**config.mk**
```make
export PLATFORM = sky130hd
export DESIGN_NAME = ln_moment_unit
export DESIGN_NICKNAME = d
export VERILOG_FILES = /design/src/rtl/ln_pkg.sv /design/src/rtl/ln_ptf_sq.sv /design/src/rtl/ln_moment_unit.sv
export SDC_FILE = /design/constraint.sdc
export NUM_CORES = 1
export LEC_CHECK = 0
export BUFFER_PORTS_ARGS = -buffer_cell sky130_fd_sc_hd__buf_4
export CAP_MARGIN = 20
export CORE_MARGIN = 5
export CORE_UTILIZATION = 32
export DETAILED_ROUTE_END_ITERATION = 16
export SYNTH_ARGS = -nofsm -noshare
export SYNTH_HDL_FRONTEND = slang
export SYNTH_SLANG_ARGS = --single-unit
```
**constraint.sdc**
```tcl
create_clock -name i_clk -period 8 [get_ports i_clk]
set_clock_uncertainty 0.2 [all_clocks]
set_input_delay 0 -clock i_clk [delete_from_list [all_inputs] [get_ports i_clk]]
set_output_delay 0 -clock i_clk [all_outputs]
set_load 0.01 [all_outputs]
```
**src/rtl/ln_pkg.sv**
```systemverilog
// Shared definitions for the LayerNorm moment and variance stages:
// FSM state encoding, derived width helpers and the default 1/N precision.
package ln_pkg;

   localparam int INV_W_DEF = 8;

   typedef enum logic [1:0] {
      IDLE = 2'd0,
      ACC  = 2'd1,
      MUL  = 2'd2,
      DONE = 2'd3
   } state_e;

   function automatic int sx_w(input int data_w, input int alpha_w);
      return data_w + (1 << alpha_w) - 1;
   endfunction

   function automatic int sum_w(input int data_w, input int alpha_w, input int n_max);
      return sx_w(data_w, alpha_w) + $clog2(n_max);
   endfunction

   function automatic int sum2_w(input int data_w, input int alpha_w, input int n_max);
      return 2 * sx_w(data_w, alpha_w) + $clog2(n_max);
   endfunction

endpackage

```
**src/rtl/ln_ptf_sq.sv**
```systemverilog
// Combinational PTF rescale and square: sx = x <<< alpha (sign-extended), sq = sx*sx.
module ln_ptf_sq
   import ln_pkg::*;
#(
   parameter  int DATA_W  = 9,
   parameter  int ALPHA_W = 2,
   localparam int SX_W    = sx_w(DATA_W, ALPHA_W)
) (
   input  logic [DATA_W-1:0]  x,
   input  logic [ALPHA_W-1:0] alpha,
   output logic [SX_W-1:0]    sx,
   output logic [2*SX_W-1:0]  sq
);

   logic signed [SX_W-1:0]   x_ext;
   logic signed [SX_W-1:0]   sx_s;
   logic signed [2*SX_W-1:0] sx_wide;

   // SX_W leaves headroom for the largest shift, so the shift never overflows.
   assign x_ext   = {{(SX_W-DATA_W){x[DATA_W-1]}}, x};
   assign sx_s    = x_ext <<< alpha;
   assign sx_wide = {{SX_W{sx_s[SX_W-1]}}, sx_s};
   assign sq      = sx_wide * sx_wide;
   assign sx      = sx_s;

endmodule

```
**src/rtl/ln_moment_unit.sv**
```systemverilog
// First/second moment engine: accumulates sum and sum of squares over a
// runtime-length vector, then scales both by 1/N in a single MUL cycle.
module ln_moment_unit
   import ln_pkg::*;
#(
   parameter  int DATA_W  = 9,
   parameter  int ALPHA_W = 2,
   parameter  int N_MAX   = 64,
   parameter  int INV_W   = INV_W_DEF,
   localparam int SX_W    = sx_w(DATA_W, ALPHA_W),
   localparam int LG      = $clog2(N_MAX),
   localparam int SUM_W   = sum_w(DATA_W, ALPHA_W, N_MAX),
   localparam int SUM2_W  = sum2_w(DATA_W, ALPHA_W, N_MAX),
   localparam int LEN_W   = LG + 1
) (
   input  logic               i_clk,
   input  logic               i_rstn,
   input  logic               i_valid,
   output logic               o_ready,
   input  logic [DATA_W-1:0]  i_x,
   input  logic [ALPHA_W-1:0] i_alpha,
   input  logic [LEN_W-1:0]   i_len,
   input  logic [INV_W-1:0]   i_inv_n,
   output logic               o_valid,
   input  logic               i_ready,
   output logic [SUM_W-1:0]   o_ex,
   output logic [SUM2_W-1:0]  o_ex2,
   output logic               o_busy
);

   localparam logic [1:0] S_IDLE = IDLE;
   localparam logic [1:0] S_ACC  = ACC;
   localparam logic [1:0] S_MUL  = MUL;
   localparam logic [1:0] S_DONE = DONE;

   localparam int PE_W  = SUM_W + INV_W + 1;
   localparam int PE2_W = SUM2_W + INV_W;

   logic [1:0]              state;
   logic [LEN_W-1:0]        len;
   logic [LEN_W-1:0]        cnt;
   logic [LEN_W-1:0]        len_in;
   logic [INV_W-1:0]        inv_n;
   logic signed [SUM_W-1:0] acc;
   logic [SUM2_W-1:0]       acc2;

   logic [SX_W-1:0]         sx;
   logic [2*SX_W-1:0]       sq;
   logic signed [SUM_W-1:0] sx_ext;
   logic [SUM2_W-1:0]       sq_ext;
   logic                    beat;

   logic signed [PE_W-1:0]  acc_w;
   logic signed [PE_W-1:0]  inv_w;
   logic signed [PE_W-1:0]  prod_ex;
   logic [PE2_W-1:0]        acc2_w;
   logic [PE2_W-1:0]        inv2_w;
   logic [PE2_W-1:0]        prod_ex2;
   logic                    unused_bits;

   ln_ptf_sq #(
      .DATA_W  (DATA_W),
      .ALPHA_W (ALPHA_W)
   ) u_ptf_sq (
      .x     (i_x),
      .alpha (i_alpha),
      .sx    (sx),
      .sq    (sq)
   );

   assign sx_ext  = {{(SUM_W-SX_W){sx[SX_W-1]}}, sx};
   assign sq_ext  = {{LG{1'b0}}, sq};
   assign o_ready = (state == S_IDLE) || (state == S_ACC);
   assign o_busy  = (state != S_IDLE);
   assign beat    = i_valid & o_ready;
   assign len_in  = (i_len == '0 || i_len > LEN_W'(N_MAX)) ? LEN_W'(N_MAX) : i_len;

   // 1/N scaling; keeping the integer bits of a full-width product is a floor shift.
   assign acc_w    = {{(INV_W+1){acc[SUM_W-1]}}, acc};
   assign inv_w    = {{(SUM_W+1){1'b0}}, inv_n};
   assign prod_ex  = acc_w * inv_w;
   assign acc2_w   = {{INV_W{1'b0}}, acc2};
   assign inv2_w   = {{SUM2_W{1'b0}}, inv_n};
   assign prod_ex2 = acc2_w * inv2_w;
   assign unused_bits = ^{prod_ex[INV_W-1:0], prod_ex[PE_W-1], prod_ex2[INV_W-1:0]};

   always_ff @(posedge i_clk or negedge i_rstn) begin
      if (!i_rstn) begin
         state   <= S_IDLE;
         len     <= '0;
         cnt     <= '0;
         inv_n   <= '0;
         acc     <= '0;
         acc2    <= '0;
         o_valid <= 1'b0;
         o_ex    <= '0;
         o_ex2   <= '0;
      end else begin
         case (state)
            S_IDLE: begin
               if (beat) begin
                  len   <= len_in;
                  inv_n <= i_inv_n;
                  acc   <= sx_ext;
                  acc2  <= sq_ext;
                  cnt   <= LEN_W'(1);
                  state <= (len_in == LEN_W'(1)) ? S_MUL : S_ACC;
               end
            end
            S_ACC: begin
               if (beat) begin
                  acc  <= acc + sx_ext;
                  acc2 <= acc2 + sq_ext;
                  cnt  <= cnt + LEN_W'(1);
                  if (cnt == len - LEN_W'(1)) state <= S_MUL;
               end
            end
            S_MUL: begin
               o_ex    <= prod_ex[INV_W +: SUM_W];
               o_ex2   <= prod_ex2[INV_W +: SUM2_W];
               o_valid <= 1'b1;
               state   <= S_DONE;
            end
            S_DONE: begin
               if (i_ready) begin
                  o_valid <= 1'b0;
                  o_ex    <= '0;
                  o_ex2   <= '0;
                  state   <= S_IDLE;
               end
            end
            default: state <= S_IDLE;
         endcase
      end
   end

endmodule
```
==> results.toml <==
[clocking]
cts_tree = "built"
htree_levels = 4
cts.clk_slew.worst_paths_ns = 0.07
cts_buffer_depth = 2
worstSkewPairLatency_ns = 0.47
clockRootBuffer = "clkbuf_16"
cts_buffers = 17
cts_setup_buffers = 0
cts_sinks = 121

[die]
die-area_um2 = 78800
io_pins = 81
core_area_um2 = 72800
dieWidth_um = 281
die_h_um = 281
start_util_pct = 32.2
row_count = 99

[cells_and_area]
drive_gt1_share_pct = 8.59
postLayoutCoreUtil_pct = 36.2
antenna_cells = 0
design_area_um2 = 26400
nets = 3399
syn_to_final_growth_pct = 12.5

[run_status]
status = "completed"

[critical_path]
worst_path_most_repeated_cell = "fa_1"
cp.arrival_ns = 7.63
max_stage_delay_ns = 0.53
critPathMaxFanout = 13
ff2ff_setup_slack_ns = 1.54
slowest_stage = "fa_1"
critPathTopFamily = "adder cells"
reg2reg_to = "o_ex[17]"
worstReg2RegStart = "inv_n[2]"
endpoint = "acc2[22]"
rr_worst_depth = 19
startpoint = "i_alpha[0]"
cp.required_ns = 8.13
worst-path-buf-inv = 6
crit_type = "primary input to register"
path_depth = 32
end_kind = "register"
critPathLaunchType = "primary input"

[sta]
period_needed_ns = 7.50
hold_viol = 0
setup_viol = 0
worstMarginPinSlew_ns = 1.00
fin_tns_setup_ns = 0
fmax_ghz = 0.133
relSlewSlack_pct = 33.1
setup_ws_ns = 0.502
period_share_pct = 93.7
slew_violations = 0
rsz0062_at_grt = "no"

[synthesis]
synth_warnings = 0
ys_seq_elements = 121
netlist_instances = 2662
netlist-cell-type-count = 66
async_reset_ff_share_pct = 100
yosysSeqAreaShare_pct = 12.9
syn-cell-area_um2 = 23500
synthTopCellsByArea = "fa_1, dfrtp_1, ha_1, inv_1, nand2_1"
synth_top_family_by_area = "adder cells"
synth_top_area_cell = "fa_1"
synth_edf_count = 0
synth_commonest_cells = "inv_1, fa_1, nand2_1, ha_1, and2_1"
yosys-mux-area-fraction_pct = 1.26
synthAdderAreaFrac_pct = 45.3
yosysMostFrequentCell = "inv_1"
syn_avg_cell_area_um2 = 8.81
synth-compound-area-share_pct = 10.0
synth_xor_area_share_pct = 4.41
synth_simple_gate_area_share_pct = 16.5
synth_ff_type = "dfrtp_1"
yosysTopAreaCellShare_pct = 34.0
synth_nets = 3302

[min_path]
hp-start = "i_x[8]"
hp-class = "primary input to register"

[detailed_routing]
wl_per_cell_um = 15.6
drc = 0
final_antenna_net_count = 0
first_pass_iters = 5
vias_per_cell = 4.73
wl_um = 58400
dr_total_vias = 17600
initialDrtViolationCount = 831

[grt]
grtUsageTotal_pct = 15.1
grt_max_degree = 58
antenna_found_initial = 0
grt_pass1_wl_um = 97300
grt_pass1_vias = 18200
grt-ovfl-total = 0

[placed_design]
placed_area_um2 = 25500
dp_hpwl_um = 46100
routabilityCongestion = 0.865
dp_slack_ns = -0.0565
io_buffers = 80

[flow_run]
cap_violations = 0
==> worst register-to-register path: cells and delay by family (launching register included) <==
family	cells	cell delay, ns
flops	1	0.95
compound gates	7	1.73
xor+xnor	1	0.32
fa+ha+maj	5	2.32
buf+inv	3	0.16
simple gates	3	0.66
==> how the worst min path moves through the flow <==
| stage | end | slack (ns) | depth (start not counted) |
|---|---|---|---|
| finish | acc[14] | 0.03 | 4 |
| global route | acc[14] | 0.09 | 4 |
| CTS | acc[14] | 0.009 | 4 |
| detailed placement | o_ex2[2] | -0.13 | 1 |
| global placement | o_ex2[2] | -0.13 | 1 |
| floorplan | acc2[0] | -0.50 | 0 |
==> what timing repair did <==
action,in CTS,in global routing
hold buffers,26,0
hold endpoints to repair,112,0
gates resized for setup,0,2
endpoints found under the setup margin,0,4
==> sequential cells by signal (all words and copies together) (netlist names) <==
signal,cells
acc2,30
o_ex2,30
acc,18
o_ex,18
inv_n,8
cnt,7
len,7
state,2
o_valid,1
==> cells in the final DEF (no fill, tap or decap), types with 5 or more instances in the layout <==
master	n
a211oi_1	6
a21o_1	32
a21oi_1	81
a22o_1	22
a31oi_1	16
and2_1	194
and3_1	12
buf_4	165
clkbuf_16	17
clkinv_1	5
dfrtp_1	118
dlygate4sd3_1	25
fa_1	399
ha_1	211
inv_1	477
inv_6	5
inv_8	6
mux2_2	13
mux2i_1	14
nand2_1	369
nand2b_1	16
nand3_1	27
nand4_1	5
nor2_1	124
nor2b_1	23
nor3_1	27
o211ai_1	10
o21a_1	12
o21ai_0	108
o21ai_1	10
o21bai_1	8
o31ai_1	9
or2_2	7
or3_1	5
xnor2_1	72
xor2_1	46
==> metrics by stage <==
| stage | hold WS [ns] | std cells |
|---|---|---|
| 6_report | 0.0343 | 3731 |
| 2_1_floorplan | -0.496 | 2662 |
| 4_1_cts | 0.00912 | 3731 |
| 5_1_grt | 0.0934 | 3731 |
| 3_5_place_dp | -0.127 | 3673 |
| 3_3_place_gp | -0.132 | 3673 |
==> layer usage <==
layer	GRT usage (%)	up-vias	share of wire, %
met1	22.0	8793	49
met3	2.08	33	4.3
met4	3.25	0	1.2
li1	-	8496	-
met5	0	-	0
met2	24.2	316	46
==> cells by family after synthesis <==
logic type      count (synthesis)
compound gates                362
mux                            28
buf+inv                       598
flops                         121
simple gates                  825
xor+xnor                      118
fa+ha+maj                     610
==> layout make-up <==
| class | count | area, µm² |
|---|---|---|
| Clock buffer | 17 | 425 |
| Timing Repair Buffer | 192 | 1520 |
| Inverter | 484 | 1820 |
| Fill cell | 7505 | 46400 |
| Sequential cell | 121 | 3030 |
| Tap cell | 959 | 1200 |
| Clock inverter | 15 | 169 |
| Multi-Input combinational cell | 1943 | 18200 |
Power is not shown: default switching activity piles up to over one toggle a cycle in this logic, so the estimate is an artifact.
